[src/rtl/regfile_pkg.sv]
// regfile_pkg: shared defaults and address helpers for the multi-port register file
package regfile_pkg;
  localparam int XLEN_DEFAULT = 32;
  localparam int NREG_DEFAULT = 32;
  localparam int REG_ZERO = 0;
  function automatic int reg_aw(input int nreg);
    return $clog2(nreg);
  endfunction
  // true for a writable/readable architectural register (not x0, below NREG)
  function automatic logic reg_ok(input int addr, input int nreg);
    return addr != REG_ZERO && addr < nreg;
  endfunction
endpackage

[src/rtl/regfile_mp_if.sv]
// regfile_mp_if: read, write and scoreboard buses of the multi-port register file
interface regfile_mp_if
  import regfile_pkg::*;
#(
  parameter int XLEN = XLEN_DEFAULT,
  parameter int NREG = NREG_DEFAULT,
  parameter int NRD = 2,
  parameter int NWR = 1,
  parameter int AW = reg_aw(NREG)
);
  logic [NRD*AW-1:0] rd_addr;
  logic [NRD*XLEN-1:0] rd_data;
  logic [NRD-1:0] rd_busy;
  logic [NWR-1:0] wr_en;
  logic [NWR*AW-1:0] wr_addr;
  logic [NWR*XLEN-1:0] wr_data;
  logic sb_set_en;
  logic [AW-1:0] sb_set_addr;
  logic [NREG-1:0] busy_vec;
  modport master (
    output rd_addr, wr_en, wr_addr, wr_data, sb_set_en, sb_set_addr,
    input rd_data, rd_busy, busy_vec
  );
  modport slave (
    input rd_addr, wr_en, wr_addr, wr_data, sb_set_en, sb_set_addr,
    output rd_data, rd_busy, busy_vec
  );
endinterface

[src/rtl/regfile_rd_port.sv]
// regfile_rd_port: one combinational read port with x0/range mask, write bypass and busy lookup
module regfile_rd_port
  import regfile_pkg::*;
#(
  parameter int XLEN = XLEN_DEFAULT,
  parameter int NREG = NREG_DEFAULT,
  parameter int AW = reg_aw(NREG),
  parameter int NWR = 1,
  parameter int BYPASS = 1
) (
  input logic [AW-1:0] addr,
  input logic [XLEN-1:0] regs [NREG],
  input logic [NWR-1:0] wr_en,
  input logic [NWR*AW-1:0] wr_addr,
  input logic [NWR*XLEN-1:0] wr_data,
  input logic [NREG-1:0] busy_vec,
  output logic [XLEN-1:0] data,
  output logic busy
);
  logic hit, valid;
  logic [XLEN-1:0] byp;
  always_comb begin
    hit = 1'b0;
    byp = '0;
    // later ports overwrite earlier matches, so the highest-index writer wins
    for (int w = 0; w < NWR; w++)
      if (wr_en[w] && wr_addr[w*AW +: AW] == addr) begin
        hit = 1'b1;
        byp = wr_data[w*XLEN +: XLEN];
      end
    valid = reg_ok(int'(addr), NREG);
    data = !valid ? '0 : (BYPASS != 0 && hit) ? byp : regs[addr];
    busy = valid && busy_vec[addr] && !(BYPASS != 0 && hit);
  end
endmodule

[src/rtl/regfile_mp.sv]
// regfile_mp: parametrised multi-port register file with hardwired x0 and busy scoreboard
module regfile_mp
  import regfile_pkg::*;
#(
  parameter int XLEN = XLEN_DEFAULT,
  parameter int NREG = NREG_DEFAULT,
  parameter int AW = reg_aw(NREG),
  parameter int NRD = 2,
  parameter int NWR = 1,
  parameter int BYPASS = 1
) (
  input logic clk,
  input logic reset,
  regfile_mp_if.slave bus
);
  logic [XLEN-1:0] regs [NREG];
  logic [NREG-1:0] busy_q;
  always_ff @(posedge clk or negedge reset)
    if (!reset) begin
      for (int r = 0; r < NREG; r++) regs[r] <= '0;
      busy_q <= '0;
    end else begin
      for (int w = 0; w < NWR; w++)
        if (bus.wr_en[w] && reg_ok(int'(bus.wr_addr[w*AW +: AW]), NREG)) begin
          regs[bus.wr_addr[w*AW +: AW]] <= bus.wr_data[w*XLEN +: XLEN];
          busy_q[bus.wr_addr[w*AW +: AW]] <= 1'b0;
        end
      // issued after the clears so a new producer keeps its register busy
      if (bus.sb_set_en && reg_ok(int'(bus.sb_set_addr), NREG))
        busy_q[bus.sb_set_addr] <= 1'b1;
    end
  assign bus.busy_vec = busy_q;
  for (genvar i = 0; i < NRD; i++) begin : g_rd
    regfile_rd_port #(
      .XLEN(XLEN), .NREG(NREG), .AW(AW), .NWR(NWR), .BYPASS(BYPASS)
    ) u_rd (
      .addr(bus.rd_addr[i*AW +: AW]),
      .regs(regs),
      .wr_en(bus.wr_en),
      .wr_addr(bus.wr_addr),
      .wr_data(bus.wr_data),
      .busy_vec(busy_q),
      .data(bus.rd_data[i*XLEN +: XLEN]),
      .busy(bus.rd_busy[i])
    );
  end
endmodule
[src/flat_wrapper.sv]
// flat-port wrapper written by rule: the top's interface ports become plain ports
module regfile_mp_flat import regfile_pkg::*;
#(
  parameter int XLEN = XLEN_DEFAULT,
  parameter int NREG = NREG_DEFAULT,
  parameter int AW = reg_aw(NREG),
  parameter int NRD = 2,
  parameter int NWR = 1,
  parameter int BYPASS = 1
)
  (clk, reset, bus_rd_addr, bus_wr_en, bus_wr_addr, bus_wr_data, bus_sb_set_en, bus_sb_set_addr, bus_rd_data, bus_rd_busy, bus_busy_vec);
  regfile_mp_if #(.XLEN(XLEN), .NREG(NREG), .NRD(NRD), .NWR(NWR), .AW(AW)) bus_i ();
  input logic clk;
  input logic reset;
  input wire logic [$bits(bus_i.rd_addr)-1:0] bus_rd_addr;
  input wire logic [$bits(bus_i.wr_en)-1:0] bus_wr_en;
  input wire logic [$bits(bus_i.wr_addr)-1:0] bus_wr_addr;
  input wire logic [$bits(bus_i.wr_data)-1:0] bus_wr_data;
  input wire logic [$bits(bus_i.sb_set_en)-1:0] bus_sb_set_en;
  input wire logic [$bits(bus_i.sb_set_addr)-1:0] bus_sb_set_addr;
  output wire logic [$bits(bus_i.rd_data)-1:0] bus_rd_data;
  output wire logic [$bits(bus_i.rd_busy)-1:0] bus_rd_busy;
  output wire logic [$bits(bus_i.busy_vec)-1:0] bus_busy_vec;
  assign bus_i.rd_addr = bus_rd_addr;
  assign bus_i.wr_en = bus_wr_en;
  assign bus_i.wr_addr = bus_wr_addr;
  assign bus_i.wr_data = bus_wr_data;
  assign bus_i.sb_set_en = bus_sb_set_en;
  assign bus_i.sb_set_addr = bus_sb_set_addr;
  assign bus_rd_data = bus_i.rd_data;
  assign bus_rd_busy = bus_i.rd_busy;
  assign bus_busy_vec = bus_i.busy_vec;
  regfile_mp #(.XLEN(XLEN), .NREG(NREG), .AW(AW), .NRD(NRD), .NWR(NWR), .BYPASS(BYPASS)) u_core (.clk(clk), .reset(reset), .bus(bus_i));
endmodule
[config.mk]
export PLATFORM = sky130hd
export DESIGN_NAME = regfile_mp_flat
export DESIGN_NICKNAME = d
export VERILOG_FILES = /design/src/rtl/regfile_pkg.sv /design/src/rtl/regfile_mp_if.sv /design/src/rtl/regfile_rd_port.sv /design/src/rtl/regfile_mp.sv /design/src/flat_wrapper.sv
export SDC_FILE = /design/constraint.sdc
export NUM_CORES = 2
export LEC_CHECK = 0
export ABC_AREA = 0
export CAP_MARGIN = 25
export CORE_UTILIZATION = 55
export CTS_BUF_LIST = sky130_fd_sc_hd__clkbuf_8
export DETAILED_ROUTE_END_ITERATION = 7
export HOLD_SLACK_MARGIN = 0.06
export PLACE_DENSITY = 0.72
export SYNTH_ARGS = -nofsm -noshare
export SYNTH_HDL_FRONTEND = slang
export SYNTH_SLANG_ARGS = --single-unit
[constraint.sdc]
create_clock -name clk -period 6.4 [get_ports clk]
set_clock_uncertainty 0.1 [all_clocks]
set_input_delay 1.28 -clock clk [delete_from_list [all_inputs] [get_ports clk]]
set_output_delay 1.28 -clock clk [all_outputs]
set_load 0.01 [all_outputs]
==> metrics.txt <==
crit path capture type=primary output; fmax=169.3 MHz; layout cells sized above 1=47.34%; number of port buffers=153; syn_area_per_cell=14.38 um^2; Iter 0 DRT Violations=5056; die width=~320 um; Die Y=324.7 um; I/O pin total=154; Synth Net Count=4039; Final Hold Vio Count=0; Crit Reg-Reg Startpoint=u_core.regs[154]; Synth Flop Type=dfrtp_1; Synth warnings=0; largest net degree at the start of global routing=around 150; Worst R2R Setup Slack=5.47 ns; Slew Viols, Final=0; reg2reg end=u_core.regs[154]; Synth Instances=3983; Post CTS Setup Buffer Count=0; Crit Path Class=in -> out; core area=102500 um^2; Worst slew margin=20.46%; Post-DP Area=between 60000 and 70000 um^2; CTS buffer count=approximately 180; fraction of registers with async set/reset=100.0%; final period utilization=92.32%; post-CTS resize count=0; Setup Slack @ Placement=0.6677 ns; Reg2Reg Depth=1; Worst Hold Class=reg -> reg; leakage=27.92 nW; vias in the first global route=39.39k; Synth Cell Area=57260 um^2; Total GRT Usage=approximately a third; drt wl/cell=32.72 um; hold buffer count at CTS=0; placed wire-length estimate=113100 um; Yosys cell types=69; Hold Path Stages=0; clock root buffer=clkbuf_8; Req. time, crit path=roughly 5 ns; RePlAce Congestion=0.8807; DRT antenna net count=0; Tightest Pin Transition=1.178 ns; H-Tree Depth=4; wirelength, routed=approximately 180000 um; Initial Utilization=55.88%; CTS Sinks=1056; CP max FO=48; status=completed; crit path time final=5.908 ns; most common cell in the netlist=dfrtp_1; CTS tree=yes; final net count=4118; Final Worst Setup Slack=0.4916 ns; area leader, netlist=dfrtp_1; total global routing overflow=0; Max-Cap Viols=0; Area Overhead vs Synth=11.69%; setup TNS=0 ns; drt pass-1 iters=6; Hold EP=u_core.regs[995]; Yosys reg bits=1056; initial antenna violation count=11; CTS Buffer Depth=3; Power Density=302.2 nW/um^2; Synth top cells by count=1056 x dfrtp_1, 1026 x mux2_2, 448 x mux4_2; Residual DRC=0; Reg clk slew, reported paths=0.06 ns; worst skew pair latency=approximately 0.85 ns; CP startpoint=bus_rd_addr[2]; Area contributors post-synth=dfrtp_1 46%, mux2_2 20%, mux4_2 18%, mux2i_1 3.1%, clkbuf_1 1.2%; first-pass GRT wire length=~270000 um; Vias/cell=7.105; register area share after synthesis=46.15%; Hold Crit Start=u_core.regs[995]; final core occ=62.42%; die area=105400 um^2; Final Cell Area=63960 um^2; via count=39.58k; unrepaired setup endpoints after global routing=no; final setup fails=0; floorplan row count=~120; Post-synth EDFFs=0; post-synth top area share=46.15%; Worst EP arrival=4.53 ns; Startpoint Class=input pin; peak supply drop=196.0 uV
-- placed cells by master, fill, tap and decap left out, drive strengths merged, types with 8 or more instances in the layout --
cell type and n:
o21ai 75, a32o 21, or2 8, nand2b 16, nor3 66, and2 9, clkinv 18, a22oi 23
buf 208, mux4 454, nand2 131, a221o 23, nand3 53, o211a 8, nor3b 9, dfrtp 1056
clkbuf 220, inv 76, nor2 88, a221oi 31, o22ai 66, mux2i 180, a32oi 10, a2111oi 8
a22o 12, nor4 11, mux2 1026, o211ai 38, a21oi 16, xnor2 10, nor2b 12, clkdlybuf4s50 142
a211oi 15
-- logic make-up (layout without fill, tap and decap cells) --
kind of cell              count (synthesis)  count (layout)  synth area share, %
buffers and inverters                   457             673                4.093
DFF                                    1056            1056                46.15
and+or+nand+nor                         425             425                3.562
AOI/OAI and AO/OA                       375             375                4.827
muxes                                  1660            1660                41.22
other                                     0               4                    0
xor gates and xnor gates                 10              10               0.1529
-- worst max path at each step --
stage / endpoint / slack (ns) / cells after the start
floorplan: bus_rd_busy[0] / 2.04 / 6
global placement: bus_rd_data[51] / 0.62 / 9
CTS: bus_rd_data[51] / 0.66 / 9
finish: bus_rd_data[29] / 0.49 / 7
global route: bus_rd_data[29] / 0.49 / 7
detailed placement: bus_rd_data[51] / 0.67 / 9
-- sequential cells by signal (all words and copies together), names as in the netlist --
name	flops
u_core.bus.busy_vec	32
u_core.regs	1024
-- critical path: stages --
cell and delay [ns]:
buf_6 0.51, nor4_1 0.17, and2_1 0.30, buf_4 0.26, nor3_1 0.91, a221o_1 0.43
clkdlybuf4s50_1 0.58
-- per-layer routing --
layer,track usage (%),routed length (um)
met1,49.89,73240
met2,50.52,81720
met3,10.45,20730
met4,12.72,6517
met5,0,84
-- cell type report --
class | count | area (um^2)
fillers | 7654 | 38510
clock inverters | 96 | 536.8
multi-input cells | 2470 | 28680
well taps | 1368 | 1712
clock buffers | 219 | 3014
inverters | 7 | 27.53
repair buffers | 351 | 3555
flip-flops and latches | 1056 | 26430
diodes | 4 | 10.01
-- per-stage QoR --
stage	power [W]	cells	hold WS [ns]
after detailed placement	0.01323	5249	0.2833
after global placement	0.01305	5243	0.2765
after global routing	0.02009	5569	0.3094
final	0.01933	5571	0.2952
after CTS	0.01929	5564	0.2959
after floorplan	0.01174	3983	0.3383
-- where the power goes --
| part | total, W | leakage (nW) | internal [W] | switching, W |
|---|---|---|---|---|
| combinational | 0.00429 | 12.3 | 0.00253 | 0.00177 |
| sequential | 0.00893 | 13.5 | 0.00795 | 0.000981 |
| clock | 0.00611 | 2.07 | 0.00324 | 0.00287 |
(Power assumes the default switching activity.)
